### src/rtl/pipe_pkg.sv
// Shared types and default sizes for the pipeline stage register.
// The state encoding is used by both the skid and non-skid builds.
package pipe_pkg;

  localparam int DATA_W_DEF = 64;
  localparam int CNT_W_DEF  = 16;

  typedef enum logic [1:0] {
    EMPTY = 2'd0,
    ONE   = 2'd1,
    TWO   = 2'd2
  } state_t;

endpackage

### src/rtl/pipe_stage_reg_if.sv
// Upstream/downstream valid-ready bundle around one pipeline stage.
// The slave view is the stage itself; the master view is its environment.
interface pipe_stage_reg_if
  import pipe_pkg::*;
#(
  parameter int DATA_W = DATA_W_DEF
);

  logic              in_valid;
  logic [DATA_W-1:0] in_data;
  logic              in_ready;
  logic              out_valid;
  logic [DATA_W-1:0] out_data;
  logic              out_ready;

  modport master (
    output in_valid, in_data, out_ready,
    input  in_ready, out_valid, out_data
  );

  modport slave (
    input  in_valid, in_data, out_ready,
    output in_ready, out_valid, out_data
  );

endinterface

### src/rtl/pipe_sat_cnt.sv
// Saturating up-counter: sticks at all ones instead of wrapping.
// Synchronous active-low reset.
module pipe_sat_cnt #(
  parameter int CNT_W = pipe_pkg::CNT_W_DEF
) (
  input  logic             clk,
  input  logic             rst,
  input  logic             inc,
  output logic [CNT_W-1:0] cnt
);

  always_ff @(posedge clk) begin
    if (!rst) begin
      cnt <= '0;
    end else if (inc && (cnt != '1)) begin
      cnt <= cnt + 1'b1;
    end
  end

endmodule

### src/rtl/pipe_stage_reg.sv
// One-cycle pipeline register with freeze/flush and a saturating stall counter.
// Define PIPE_SKID_EN to add a skid entry so in_ready is purely registered.
module pipe_stage_reg
  import pipe_pkg::*;
#(
  parameter int                DATA_W    = DATA_W_DEF,
  parameter logic [DATA_W-1:0] FLUSH_VAL = '0,
  parameter int                CNT_W     = CNT_W_DEF
) (
  input  logic             clk,
  input  logic             rst,
  input  logic             freeze,
  input  logic             flush,
  pipe_stage_reg_if.slave  bus,
  output logic [CNT_W-1:0] stall_cnt
);

  state_t            state_q, state_d;
  logic [DATA_W-1:0] main_q, main_d;
`ifdef PIPE_SKID_EN
  logic [DATA_W-1:0] skid_q, skid_d;
`endif
  logic main_valid;
  logic stage_ready;
  logic in_fire;
  logic out_fire;
  logic stall;

  assign main_valid = (state_q != EMPTY);

`ifdef PIPE_SKID_EN
  assign stage_ready = (state_q != TWO);
`else
  assign stage_ready = !main_valid || bus.out_ready;
`endif

  // Flush also hides the held beat so a discarded beat can never fire downstream.
  assign bus.in_ready  = rst && !freeze && !flush && stage_ready;
  assign bus.out_valid = rst && !freeze && !flush && main_valid;
  assign bus.out_data  = main_q;

  assign in_fire  = bus.in_valid && bus.in_ready;
  assign out_fire = bus.out_valid && bus.out_ready;
  assign stall    = (main_valid && !bus.out_ready) || freeze;

  always_comb begin
    state_d = state_q;
    main_d  = main_q;
`ifdef PIPE_SKID_EN
    skid_d  = skid_q;
`endif
    if (freeze) begin
      state_d = state_q;
    end else if (flush) begin
      state_d = EMPTY;
      main_d  = FLUSH_VAL;
`ifdef PIPE_SKID_EN
      skid_d  = FLUSH_VAL;
`endif
    end else begin
      case (state_q)
        EMPTY: begin
          if (in_fire) begin
            state_d = ONE;
            main_d  = bus.in_data;
          end
        end
        ONE: begin
          if (in_fire && out_fire) begin
            main_d = bus.in_data;
`ifdef PIPE_SKID_EN
          end else if (in_fire) begin
            state_d = TWO;
            skid_d  = bus.in_data;
`endif
          end else if (out_fire) begin
            state_d = EMPTY;
          end
        end
`ifdef PIPE_SKID_EN
        TWO: begin
          if (out_fire) begin
            state_d = ONE;
            main_d  = skid_q;
          end
        end
`endif
        default: state_d = EMPTY;
      endcase
    end
  end

  always_ff @(posedge clk) begin
    if (!rst) begin
      state_q <= EMPTY;
      main_q  <= FLUSH_VAL;
`ifdef PIPE_SKID_EN
      skid_q  <= FLUSH_VAL;
`endif
    end else begin
      state_q <= state_d;
      main_q  <= main_d;
`ifdef PIPE_SKID_EN
      skid_q  <= skid_d;
`endif
    end
  end

  pipe_sat_cnt #(
    .CNT_W(CNT_W)
  ) u_stall_cnt (
    .clk(clk),
    .rst(rst),
    .inc(stall),
    .cnt(stall_cnt)
  );

endmodule

### src/flat_wrapper.sv
// flat-port wrapper written by rule: the top's interface ports become plain ports
module pipe_stage_reg_flat import pipe_pkg::*;
#(
  parameter int                DATA_W    = DATA_W_DEF,
  parameter logic [DATA_W-1:0] FLUSH_VAL = '0,
  parameter int                CNT_W     = CNT_W_DEF
)
  (clk, rst, freeze, flush, stall_cnt, bus_in_valid, bus_in_data, bus_out_ready, bus_in_ready, bus_out_valid, bus_out_data);
  pipe_stage_reg_if #(.DATA_W(DATA_W)) bus_i ();
  input  logic clk;
  input  logic rst;
  input  logic freeze;
  input  logic flush;
  output logic [CNT_W-1:0] stall_cnt;
  input wire logic [$bits(bus_i.in_valid)-1:0] bus_in_valid;
  input wire logic [$bits(bus_i.in_data)-1:0] bus_in_data;
  input wire logic [$bits(bus_i.out_ready)-1:0] bus_out_ready;
  output wire logic [$bits(bus_i.in_ready)-1:0] bus_in_ready;
  output wire logic [$bits(bus_i.out_valid)-1:0] bus_out_valid;
  output wire logic [$bits(bus_i.out_data)-1:0] bus_out_data;
  assign bus_i.in_valid = bus_in_valid;
  assign bus_i.in_data = bus_in_data;
  assign bus_i.out_ready = bus_out_ready;
  assign bus_in_ready = bus_i.in_ready;
  assign bus_out_valid = bus_i.out_valid;
  assign bus_out_data = bus_i.out_data;
  pipe_stage_reg #(.DATA_W(DATA_W), .FLUSH_VAL(FLUSH_VAL), .CNT_W(CNT_W)) u_core (.clk(clk), .rst(rst), .freeze(freeze), .flush(flush), .bus(bus_i), .stall_cnt(stall_cnt));
endmodule
### config.mk
export PLATFORM = sky130hd
export DESIGN_NAME = pipe_stage_reg_flat
export DESIGN_NICKNAME = d
export VERILOG_FILES = /design/src/rtl/pipe_pkg.sv /design/src/rtl/pipe_stage_reg_if.sv /design/src/rtl/pipe_sat_cnt.sv /design/src/rtl/pipe_stage_reg.sv /design/src/flat_wrapper.sv
export SDC_FILE = /design/constraint.sdc
export NUM_CORES = 1
export LEC_CHECK = 0
export BUFFER_PORTS_ARGS = -buffer_cell sky130_fd_sc_hd__clkbuf_2
export CORE_MARGIN = 2
export CORE_UTILIZATION = 44
export DETAILED_ROUTE_END_ITERATION = 12
export PLACE_DENSITY = 0.83
export REMOVE_ABC_BUFFERS = 1
export SLEW_MARGIN = 5
export SYNTH_ARGS = -nofsm -noshare
export SYNTH_HDL_FRONTEND = slang
export SYNTH_SLANG_ARGS = --single-unit
### constraint.sdc
create_clock -name clk -period 1.6 [get_ports clk]
set_clock_uncertainty 0.1 [all_clocks]
set_input_delay 0.32 -clock clk [delete_from_list [all_inputs] [get_ports clk]]
set_output_delay 0.32 -clock clk [all_outputs]
set_load 0.05 [all_outputs]
After elaboration in Yosys (flattened, before gate mapping)
Cells that the tools add are included.
{"block": "word_totals", "ff_bits": 82}
{"block": "op_classes", "n_reduce_logical": 20, "n_eq_ne": 6, "addsub": 1, "mux": 9, "bitwise_logic": 1}
{"cell": "$mux W64", "n": 3}
{"cell": "$pmux W64 S2", "n": 1}
{"cell": "$add A16 B1 Y16 const B", "n": 1}
{"cell": "$ne A16 B16 Y1 const B", "n": 1}
{"cell": "$logic_and A1 B1 Y1", "n": 9}
{"cell": "$ne A3 B2 Y1 const B", "n": 3}
{"cell": "$mux W2", "n": 4}
{"cell": "$reduce_and A4 Y1", "n": 2}
{"cell": "$logic_not A1 Y1", "n": 4}
{"cell": "$pmux W2 S2", "n": 1}
{"cell": "$ne A3 B3 Y1 const B", "n": 1}
{"cell": "$reduce_bool A3 Y1", "n": 1}
{"cell": "$eq A2 B1 Y1 const B", "n": 1}
{"cell": "$logic_not A2 Y1", "n": 1}
{"cell": "$logic_or A1 B1 Y1", "n": 2}
{"cell": "$reduce_bool A2 Y1", "n": 1}
{"cell": "$not A1 Y1", "n": 1}

Depth between registers and ports, before layout
{"block": "depth", "depth_word": 9, "ltp_mapped": 7, "depth_no_buf": 5}

Modules after synthesis
A second synthesis with hierarchy kept.
{"block": "unflattened", "hier_cells": 550, "hier_area_um2": 4586.9}
{"module": "pipe_stage_reg", "instances": 1, "area_each_um2": 3749.8, "cells_per_inst": 453}
{"module": "pipe_sat_cnt", "instances": 1, "area_each_um2": 837.1, "cells_per_inst": 97}

Worst setup path after synthesis
No wires, ideal clock.
{"block": "synth_path", "path_kind": "input -> output", "from": "input port freeze", "to": "output port bus_out_valid", "setup_slack_ps": -1294, "t_required_ps": 1180, "arrival_time_ps": 2474, "stages": 4, "path_buffers": 3, "cell_sequence": "buf_4 clkbuf_1 clkbuf_1 nor4b_1"}
{"block": "synth_between", "elab_chain_len": 4}
{"element": "from (decl)", "line_no": "flat_wrapper.sv:12", "text": "input logic freeze;"}
{"element": "$logic_not A1 Y1", "line_no": "pipe_stage_reg.sv:39", "text": "assign bus.out_valid = rst && !freeze && !flush && main_valid;"}
{"element": "$logic_and A1 B1 Y1 (3 in a row)", "line_no": "pipe_stage_reg.sv:39"}
{"element": "to (decl)", "line_no": "flat_wrapper.sv:19", "text": "output wire logic [$bits(bus_i.out_valid)-1:0] bus_out_valid;"}
No other way between the ends.

Worst setup path in the final report
{"block": "layout_path", "from": "register u_core.state_q[0]", "to": "register u_core.main_q[38] (netlist: u_core.bus.out_data[38])"}
{"block": "layout_between", "elab_chain_len": 8, "word_cells_on_any_way": 16}
{"element": "from (decl)", "line_no": "pipe_stage_reg.sv:18", "text": "state_t state_q, state_d;"}
{"element": "from (signal assigned)", "line_no": "pipe_stage_reg.sv:101", "text": "state_q <= state_d;"}
{"element": "$reduce_bool A2 Y1", "line_no": "pipe_stage_reg.sv:29", "text": "assign main_valid = (state_q != EMPTY);"}
{"element": "$logic_not A1 Y1", "line_no": "pipe_stage_reg.sv:34", "text": "assign stage_ready = !main_valid || bus.out_ready;"}
{"element": "$logic_or A1 B1 Y1", "line_no": "pipe_stage_reg.sv:34"}
{"element": "$logic_and A1 B1 Y1", "line_no": "pipe_stage_reg.sv:38", "text": "assign bus.in_ready = rst && !freeze && !flush && stage_ready;"}
{"element": "$logic_and A1 B1 Y1", "line_no": "pipe_stage_reg.sv:42", "text": "assign in_fire = bus.in_valid && bus.in_ready;"}
{"element": "$logic_and A1 B1 Y1", "line_no": "pipe_stage_reg.sv:69", "text": "if (in_fire && out_fire) begin"}
{"element": "$ne A3 B2 Y1 (no line)"}
{"element": "$reduce_and A4 Y1 (no line)"}
{"element": "to (signal assigned)", "line_no": "pipe_stage_reg.sv:102", "text": "main_q <= main_d;"}
{"element": "to (decl)", "line_no": "pipe_stage_reg.sv:19", "text": "logic [DATA_W-1:0] main_q, main_d;"}
Parallel ways exist; a longest one is shown, timed or not.
A chain may end at the register's enable or synchronous reset.

==> flow_metrics.env <==
export IMPL_status="complete, but fails checks"
export IMPL_violations="negative setup slack"
export IMPL_finalSetupViolCount=79
export IMPL_drt_iter0_drc=200
export IMPL_ys_flop_type="dfxtp_1"
export IMPL_grt_first_pass_wirelength_mm=17.7
export IMPL_ys_seq_elements=81
export IMPL_crit_type="reg -> reg"
export IMPL_drc=0
export IMPL_p_per_area_mw_per_mm2=751
export IMPL_io_pins=152
export IMPL_clk_pin_slew_ns=0.09
export IMPL_wl_met2_mm=6.62
export IMPL_finalCriticalPeriod_ns=1.81
export IMPL_area_growth_pct=57.8
export IMPL_num_antenna_cells=0
export IMPL_yosys_warnings=0
export IMPL_first_global_vias=3796
export IMPL_ant_nets=0
export IMPL_fin_crit_sh_pct=113
export IMPL_worstMarginPinSlew_ns=0.634
export IMPL_final_cells=718
export IMPL_avgRoutedWirePerCell_um=17.9
export IMPL_hold_class="in -> reg"
export IMPL_clockRootBuffer="clkbuf_8"
export IMPL_placed_cell_area_sq_mm=0.00497
export IMPL_relSlewSlack_pct=57.7
export IMPL_critPathCaptureType="register"
export IMPL_h_tree_depth=3
export IMPL_numPortBuffers=151
export IMPL_cp_cell_sequence="nand2b_1 -> a31oi_4 -> buf_4 -> buf_12 -> or4b_1 -> a21oi_2"
export IMPL_grt_usage_pct=24.4
export IMPL_synth_fa_ha_area_share_pct=0.336
export IMPL_whs_ns=0.168
export IMPL_wl_met3_um=828
export IMPL_netlist_area_sq_mm=0.00372
export IMPL_syn_avg_cell_area_sq_um=9.03
export IMPL_chipHeight_um=96.0
export IMPL_clock_sinks=81
export IMPL_coreArea_sq_mm=0.00822
export IMPL_grt_max_degree=49
export IMPL_synthSimpleGateAreaFrac_pct=27.2
export IMPL_rsz0062_at_grt="yes"
export IMPL_start_kind="register"
export IMPL_synth_top_family_by_area="simple AND/OR/NAND/NOR gates"
export IMPL_leakage_nw=2.41
export IMPL_critical_path_arrival_ns=2.00
export IMPL_gp_congestion=0.916
export IMPL_grt_overflow_total=0
export IMPL_placed_cells=677
export IMPL_stdcell_area_sq_mm=0.00587
export IMPL_die_w_um=96.0
export IMPL_cpMaxStageDelayCell="or4b_1"
export IMPL_post_place_ws_ns=-0.296
export IMPL_dr_total_vias=4148
export IMPL_start_util_pct=45.3
export IMPL_ys_types=37
export IMPL_dieArea_sq_mm=0.00921
export IMPL_ir_drop_v=0.000553
export IMPL_drt_pass1_iter_count=4
export IMPL_r2r_setup_slack_ns=-0.21
export IMPL_rows=33
export IMPL_layout_drive_gt1_share_pct=54.2
export IMPL_fin_util_pct=71.5
export IMPL_tns_ns=-8.89
export IMPL_critical_path_buf_inv_count=2
export IMPL_fmax_mhz=553
export IMPL_wl_met1_mm=5.00
export IMPL_vias_per_cell=5.78
export IMPL_fin_ws_ns=-0.210
export IMPL_worst_path_max_fanout=40
export IMPL_crit_required_ns=1.79
export IMPL_finalPower_mw=4.41
export IMPL_wirelength_mm=12.9
export IMPL_cts_tree="done"
export IMPL_dpl_hpwl_mm=7.61
export IMPL_hold_violations=0
export IMPL_maxSlewViolCount=0
export IMPL_muxShareOfSynthArea_pct=1.34
export IMPL_yosysSeqAreaShare_pct=43.6
export IMPL_synth_cells=412
export IMPL_async_reset_ff_share_pct=0
export IMPL_cts_made_buffers=9
export IMPL_highest_layer="met4"
export IMPL_synth_compound_area_share_pct=21.7
export IMPL_nets=679
export IMPL_clockBufferDepth=2
export IMPL_max_cap_violations=0
export IMPL_slowest_delay_ns=0.51
export IMPL_fillers=582
export IMPL_antenna_found_initial=0
export IMPL_crit_family="simple AND/OR/NAND/NOR gates"
export IMPL_synth_xor_area_share_pct=0
export IMPL_cts_hold_buf=0
export IMPL_clk_insertion_delay_late_ns=0.36
export IMPL_synth_edf_count=0
[worst min-delay path, stage by stage]
cell and delay, ns:
clkbuf_2 0.11, nand2_1 0.08, a21oi_1 0.07
[layout make-up]
class | instances | area [sq um] | share of cell area, %
Clock buffer | 11 | 151 | 2.58
Multi-Input combinational cell | 280 | 2270 | 38.7
Inverter | 4 | 15.0 | 0.256
Sequential cell | 81 | 1640 | 28.0
Clock inverter | 5 | 37.5 | 0.639
Tap cell | 105 | 131 | 2.24
Timing Repair Buffer | 232 | 1620 | 27.6
[synthesized netlist by cell type, drive strengths merged, types with 2 or more instances]
| master | count | area [sq um] |
|---|---|---|
| nor4b | 3 | 41.3 |
| o41ai | 2 | 17.5 |
| nand3 | 3 | 15.0 |
| nand2b | 5 | 31.3 |
| nor2 | 5 | 18.8 |
| inv | 4 | 15.0 |
| and3 | 3 | 18.8 |
| nand2 | 13 | 48.8 |
| nand4 | 3 | 48.8 |
| or4b | 65 | 651 |
| buf | 6 | 46.3 |
| or3 | 3 | 21.3 |
| nor4 | 6 | 37.5 |
| o31ai | 5 | 37.5 |
| a21oi | 75 | 375 |
| or4 | 6 | 51.3 |
| o21ai | 69 | 345 |
| dfxtp | 81 | 1620 |
| clkbuf | 41 | 154 |
| mux2i | 5 | 50.1 |
[registers in the layout, indices dropped and copies added, names as in the netlist]
| name | count |
|---|---|
| u_core.state_q | 1 |
| u_core.bus.out_data | 64 |
| u_core.u_stall_cnt.cnt | 16 |
[metal layers]
layer  vias up  global-route usage [%]
met5         -                       0
met4         0                    10.0
met3        40                    6.26
met2       191                    41.9
met1      1950                    29.0
li1       1967                       -
[cell families (layout without fill, tap and decap cells)]
group	after synthesis	after routing
AND/OR/NAND/NOR	119	119
flip-flops	81	81
buffers and inverters	51	252
adder cells (fa/ha/maj)	1	1
AO/OA/AOI/OAI	155	155
multiplexers	5	5
[repair_timing]
action	in CTS	in global routing
cloned	1	0
setup buffers	11	14
pin swaps	8	19
gates resized for setup	51	89
setup endpoints to repair	82	89
[placed cells by master (no fill, tap or decap), drive strengths merged, types with 6 or more instances in the layout]
cell type / netlist / final
nor4: 6 / 6
a21oi: 75 / 75
or4b: 65 / 65
dfxtp: 81 / 81
o21ai: 69 / 69
nand2: 13 / 13
clkbuf: 41 / 155
or4: 6 / 6
buf: 6 / 88
[report_power, final]
part           internal (mW)  switching, mW  leakage [nW]  total (mW)
combinational          0.328          0.534          1.65       0.862
sequential              2.08         0.0341         0.664        2.11
clock                  0.654          0.787        0.0919        1.44
[path summary, 6_finish.rpt]
kind,cells past startpoint,startpoint,to
max,6,u_core.state_q[0]$_SDFFE_PN0P_,u_core.bus.out_data[38]$_SDFFE_PN0P_
min,3,bus_in_valid,u_core.state_q[0]$_SDFFE_PN0P_
min reg2reg,2,u_core.bus.out_data[48]$_SDFFE_PN0P_,u_core.bus.out_data[48]$_SDFFE_PN0P_
max reg2reg,6,u_core.state_q[0]$_SDFFE_PN0P_,u_core.bus.out_data[38]$_SDFFE_PN0P_
Power figures use the tool's default switching activity.
